<file path="src/rtl/des_out_misr.sv">
// des_out_misr: folds the 64-bit cipher output into a 32-bit MISR after a warmup interval
// and publishes one signature per fixed window of enabled samples.
module des_out_misr #(
  parameter int DATA_W = 64,
  parameter int SIG_W = 32,
  parameter int WARMUP = 48,
  parameter int WINDOW = 1024,
  parameter logic [SIG_W-1:0] POLY = 32'h04C11DB7,
  parameter logic [SIG_W-1:0] SEED = 32'hFFFFFFFF
) (
  input  logic              clk,
  input  logic              reset,
  input  logic              enable,
  input  logic [DATA_W-1:0] data_in,
  output logic [SIG_W-1:0]  signature,
  output logic              sig_valid,
  output logic [15:0]       window_count,
  output logic              busy
);
  localparam logic WARM = 1'b0;
  localparam logic ACCUM = 1'b1;
  localparam logic RST_STATE = (WARMUP == 0) ? ACCUM : WARM;
  localparam logic [16:0] WARM_LAST = 17'(WARMUP - 1);
  localparam logic [16:0] WIN_LAST = 17'(WINDOW - 1);
  logic state, state_d, warm_done, done;
  logic [16:0] warm_cnt, samp_cnt;
  logic [SIG_W-1:0] misr, nxt, folded;
  always_comb begin
    folded = data_in[DATA_W-1:SIG_W] ^ data_in[SIG_W-1:0];
    nxt = {misr[SIG_W-2:0], 1'b0} ^ (misr[SIG_W-1] ? POLY : '0) ^ folded;
    warm_done = enable && state == WARM && warm_cnt == WARM_LAST;
    done = enable && state == ACCUM && samp_cnt == WIN_LAST;
    state_d = warm_done ? ACCUM : state;
  end
  always_ff @(posedge clk or negedge reset) begin
    if (!reset) begin
      state <= RST_STATE;
      warm_cnt <= '0;
      samp_cnt <= '0;
      misr <= SEED;
      signature <= '0;
      sig_valid <= 1'b0;
      window_count <= '0;
      busy <= 1'b0;
    end else begin
      state <= state_d;
      busy <= state_d == ACCUM;
      sig_valid <= done;
      if (enable && state == WARM) warm_cnt <= warm_cnt + 17'd1;
      if (enable && state == ACCUM) begin
        misr <= done ? SEED : nxt;
        samp_cnt <= done ? '0 : samp_cnt + 17'd1;
      end
      if (done) begin
        signature <= nxt;
        window_count <= window_count + {15'd0, window_count != 16'hFFFF};
      end
    end
  end
endmodule

</file>
<file path="config.mk">
export PLATFORM = sky130hd
export DESIGN_NAME = des_out_misr
export DESIGN_NICKNAME = d
export VERILOG_FILES = /design/src/rtl/des_out_misr.sv
export SDC_FILE = /design/constraint.sdc
export NUM_CORES = 1
export LEC_CHECK = 0
export ABC_AREA = 1
export BUFFER_PORTS_ARGS = -buffer_cell sky130_fd_sc_hd__buf_2
export CAP_MARGIN = 20
export CELL_PAD_IN_SITES_DETAIL_PLACEMENT = 1
export CELL_PAD_IN_SITES_GLOBAL_PLACEMENT = 2
export CORE_ASPECT_RATIO = 1.2
export CORE_MARGIN = 2
export CORE_UTILIZATION = 35
export CTS_CLUSTER_DIAMETER = 60
export CTS_CLUSTER_SIZE = 40
export DETAILED_ROUTE_END_ITERATION = 16
export PLACE_DENSITY = 0.91
export SLEW_MARGIN = 10
export SYNTH_ARGS = -nofsm -noshare
export SYNTH_HDL_FRONTEND = slang
export SYNTH_SLANG_ARGS = --single-unit
</file>
<file path="constraint.sdc">
create_clock -name clk -period 3.21 [get_ports clk]
set_input_delay 0.321 -clock clk [delete_from_list [all_inputs] [get_ports clk]]
set_output_delay 0.321 -clock clk [all_outputs]
set_load 0.02 [all_outputs]
</file>
Word-level counts from Yosys, hierarchy flattened
Cells that the tools add are included.
{"block": "op_classes", "n_addsub": 3, "n_eq_ne": 3, "muxes": 3, "n_bitwise": 4, "n_reduce_logical": 4}
{"operator": "XOR 32 bit", "count": 2}
{"operator": "adder 17 x 1 -> 17 bit (second input constant)", "count": 2}
{"operator": "2-to-1 mux 32 bit", "count": 1}
{"operator": "XOR 32 x 27 -> 32 bit", "count": 1}
{"operator": "2-to-1 mux 27 bit", "count": 1}
{"operator": "== test 17 x 10 -> 1 bit (second input constant)", "count": 1}
{"operator": "== test 17 x 6 -> 1 bit (second input constant)", "count": 1}
{"operator": "2-to-1 mux 17 bit", "count": 1}
{"operator": "adder 16 x 1 -> 16 bit", "count": 1}
{"operator": "inequality test 16 bit (second input constant)", "count": 1}
{"operator": "logical AND 1 bit", "count": 4}
{"operator": "NOT 1 bit", "count": 1}
{"block": "word_totals", "register_bits": 116, "input_bits": 67, "elab_cells": 24}

Logic depth before layout (Yosys ltp)
{"block": "depth", "depth_word": 4, "depth_mapped": 14}

Least setup slack after synthesis
Ideal clock, no wire load.
{"block": "synth_path", "path_type": "reg2reg", "start": "register window_count[6]", "end": "register window_count[8]", "setup_ps": 65, "arrival_ps": 1989, "path_slack_ps": 1155, "stages_incl_launch_ff": 14, "path_buffers": 0, "period_less_slack_ps": 2055, "cell_sequence": "dfrtp_1 -> nand2_1 -> nor2_1 -> inv_1 -> nor3_1 -> nand3_1 -> ha_1 -> ha_1 -> nand3_1 -> inv_1 -> nand2_1 -> xnor2_1 -> nand2_1 -> nand2_1"}
{"block": "synth_between", "elab_chain_len": 2}
{"element": "start: declaration", "line_no": "17", "text": "output logic [15:0] window_count,"}
{"element": "start signal: assignment", "line_no": "56", "text": "window_count <= window_count + {15'd0, window_count != 16'hFFFF};"}
{"element": "inequality test 16 bit", "line_no": "56"}
{"element": "adder 16 x 1 -> 16 bit *", "line_no": "56"}
Every way passes the cells marked *; elsewhere a longest branch is shown, timed or not.
A chain may end at the register's enable or synchronous reset.

Final worst setup path
{"block": "layout_path", "start": "register window_count[6]", "end": "register window_count[10]"}
The elaborated chain is that of the path after synthesis.

==> qor.yml <==
floorplan:
  die_h_um: 158
  fp-row-count: 56
  core_area_mm2: 0.0195
  die_area_mm2: 0.0210
  initial_core_util: 0.356
  num_io_pins: 117
  fp.dieW_um: 133
yosys:
  synth_area_leader_cell: "dfrtp_1"
  yosysWarnings: 0
  synth_area_mm2: 0.00696
  syn_nets: 988
  synth_top_area_frac: 0.302
  ys_ff_latch: 116
  synth-seq-area-share: 0.423
  avgSynthCellArea_um2: 7.60
  synth_cell_types: 31
  synth_top_cells_by_area: "dfrtp_1 30%, nand2_1 18%, dfstp_2 12%"
  synthCells: 916
worst_setup_path:
  startpoint_type: "register"
  arrival_ns: 2.60
  crit_fanout: 5
  crit_type: "reg2reg"
  end_kind: "register"
  critical_path_required_ns: 3.51
hold_path:
  hp-class: "in2async"
job:
  maxCapViolCount: 0
cells_and_area:
  fin_area_mm2: 0.00841
  nets: 1105
  synthToLayoutAreaGrowth_pct: 20.8
  drive_gt1_frac: 0.226
  antenna_cells: 0
timing:
  final.setup.tns_ns: 0
  setup_viol: 0
  maxSlewHeadroom: 0.455
  fmax_mhz: 435
  worst_pin_slew_ns: 0.818
  rsz0062_at_grt: "false"
  fin_skew_ns: 0.00781
  period_minus_slack_ns: 2.30
  hold_violations: 0
  hold_ws_ns: 0.00289
  finalCritPeriodShare: 0.716
  finalMaxSlewViolations: 0
placement:
  hpwl_mm: 13.0
  numPortBuffers: 116
  place_congestion: 0.761
  place_area_mm2: 0.00776
cts:
  path_clk_slew_ns: 0.06
  htree_levels: 4
  cts_hold_buf: 0
  clock_path_buffers: 2
  post_cts_buffers: 0
  cts_tree: "done"
  cts_resized: 0
  clock-sinks: 116
  cts_made_buffers: 17
  clkLatencyLatePin_ns: 0.41
  root_buffer: "clkbuf_16"
drt:
  drc: 0
  dr.pass1.iters: 4
  via_count: 6110
  drtIter0Drc: 183
  drtAntennaViolNets: 0
  wl_mm: 18.3
  vias_per_cell: 4.67
  avgRoutedWirePerCell_um: 14.0
global_routing:
  grt_max_degree: 62
  grt_pass1_vias: 6379
  antenna_found_initial: 0
  grt_pass1_wl_mm: 30.9
  grt-ovfl-total: 0
  track_usage: 0.183
pwr:
  leakagePower_nw: 4.38
  peakVddDrop_mv: 0.357
  cellPowerDensity_mw_per_mm2: 567
outcome:
  status: "finished, final reports clean"
[path summary, 6_finish.rpt]
path	depth (start not counted)	to	slack, ns	start
min reg2reg	2	signature[16]	0.47	signature[16]
min	1	warm_cnt[15]	0.003	reset
max in group asynchronous	2	misr[25]	2.36	reset
max	13	window_count[10]	0.91	window_count[6]
max reg2reg	13	window_count[10]	0.91	window_count[6]
min in group clk	5	state	0.30	enable
[sequential cells by signal, indices dropped and copies added, names as in the netlist]
register      cells
state             1
signature        32
samp_cnt         17
window_count     16
sig_valid         1
misr             32
warm_cnt         17
[layout by cell type, fill, tap and decap left out, types with 2 or more instances in the layout]
master / Yosys / routed
nand2_1: 339 / 338
o21ai_0: 9 / 9
nor3_1: 10 / 10
buf_4: 1 / 3
nor2_4: 4 / 4
a21oi_2: 30 / 30
clkbuf_1: 6 / 3
nand4_1: 13 / 13
nand3_1: 36 / 36
xnor2_1: 53 / 53
a21oi_1: 3 / 3
nand2_2: 12 / 13
or2_2: 2 / 2
ha_1: 5 / 5
xor2_1: 55 / 55
dfstp_2: 32 / 32
buf_2: 8 / 115
clkbuf_8: 0 / 2
bufinv_16: 0 / 5
nor2_1: 121 / 121
clkinv_2: 0 / 4
inv_1: 77 / 77
clkbuf_16: 0 / 17
nand2_4: 2 / 2
dfrtp_1: 84 / 84
[kinds of logic (layout without fill, tap and decap cells)]
group | after synthesis | count (layout) | share of synthesized area
compound gates | 43 | 43 | 0.0475
xor+xnor | 108 | 108 | 0.136
fa+ha+maj | 5 | 5 | 0.00899
buf+inv | 100 | 230 | 0.0637
flops | 116 | 116 | 0.423
simple gates | 544 | 544 | 0.321
[layout make-up]
type / instances / area, um^2
Fill cell: 2464 / 11100
Multi-Input combinational cell: 700 / 3570
Sequential cell: 116 / 2940
Timing Repair Buffer: 119 / 618
Clock buffer: 22 / 464
Tap cell: 261 / 327
Inverter: 79 / 302
Clock inverter: 10 / 178
[cells in the mapped netlist]
cell type,instances
nor2_2,1
nand3_2,1
nand2_1,339
clkbuf_1,6
xor2_1,55
nor2_4,4
buf_4,1
a21oi_2,30
clkinv_4,1
buf_2,8
nor3_2,1
nand2_4,2
inv_1,77
o21a_1,1
inv_2,1
nand3b_1,1
nand4_1,13
nor3_1,10
buf_8,1
dfrtp_1,84
ha_1,5
o21ai_0,9
or2_2,2
a21oi_1,3
buf_6,5
nand3_1,36
and2_1,1
nand2_2,12
nor2_1,121
xnor2_1,53
dfstp_2,32
[stage by stage]
step	utilization	worst slack (ns)	cells	power [mW]
4_1_cts	0.430	0.895	1307	4.82
5_1_grt	0.430	0.650	1307	5.02
6_report	0.430	0.910	1307	4.76
2_1_floorplan	-	1.16	916	2.45
3_5_place_dp	0.397	0.920	1275	2.71
3_3_place_gp	0.397	0.951	1275	2.67
[worst max-delay path, stage by stage (launching register included)]
cell,delay [ns]
dfrtp_1,0.44
nand2_1,0.10
nor2_1,0.28
inv_1,0.12
nor3_1,0.14
nand3_1,0.12
ha_1,0.22
ha_1,0.21
nand3_1,0.17
nor2_1,0.12
inv_1,0.07
nor2_1,0.05
nand4_1,0.08
nand2_1,0.06
[routing by layer]
layer,routed length (um),track usage,vias to the layer above
li1,-,-,3044
met4,263,0.0604,0
met5,0,0,-
met3,522,0.0382,17
met2,9750,0.346,83
met1,7730,0.206,2966
[where the power goes]
group | internal, mW | total, mW | switching (mW)
sequential | 1.69 | 1.87 | 0.178
clock | 1.41 | 2.08 | 0.672
combinational | 0.346 | 0.811 | 0.465
No activity file was read; power rests on OpenSTA's default activity.
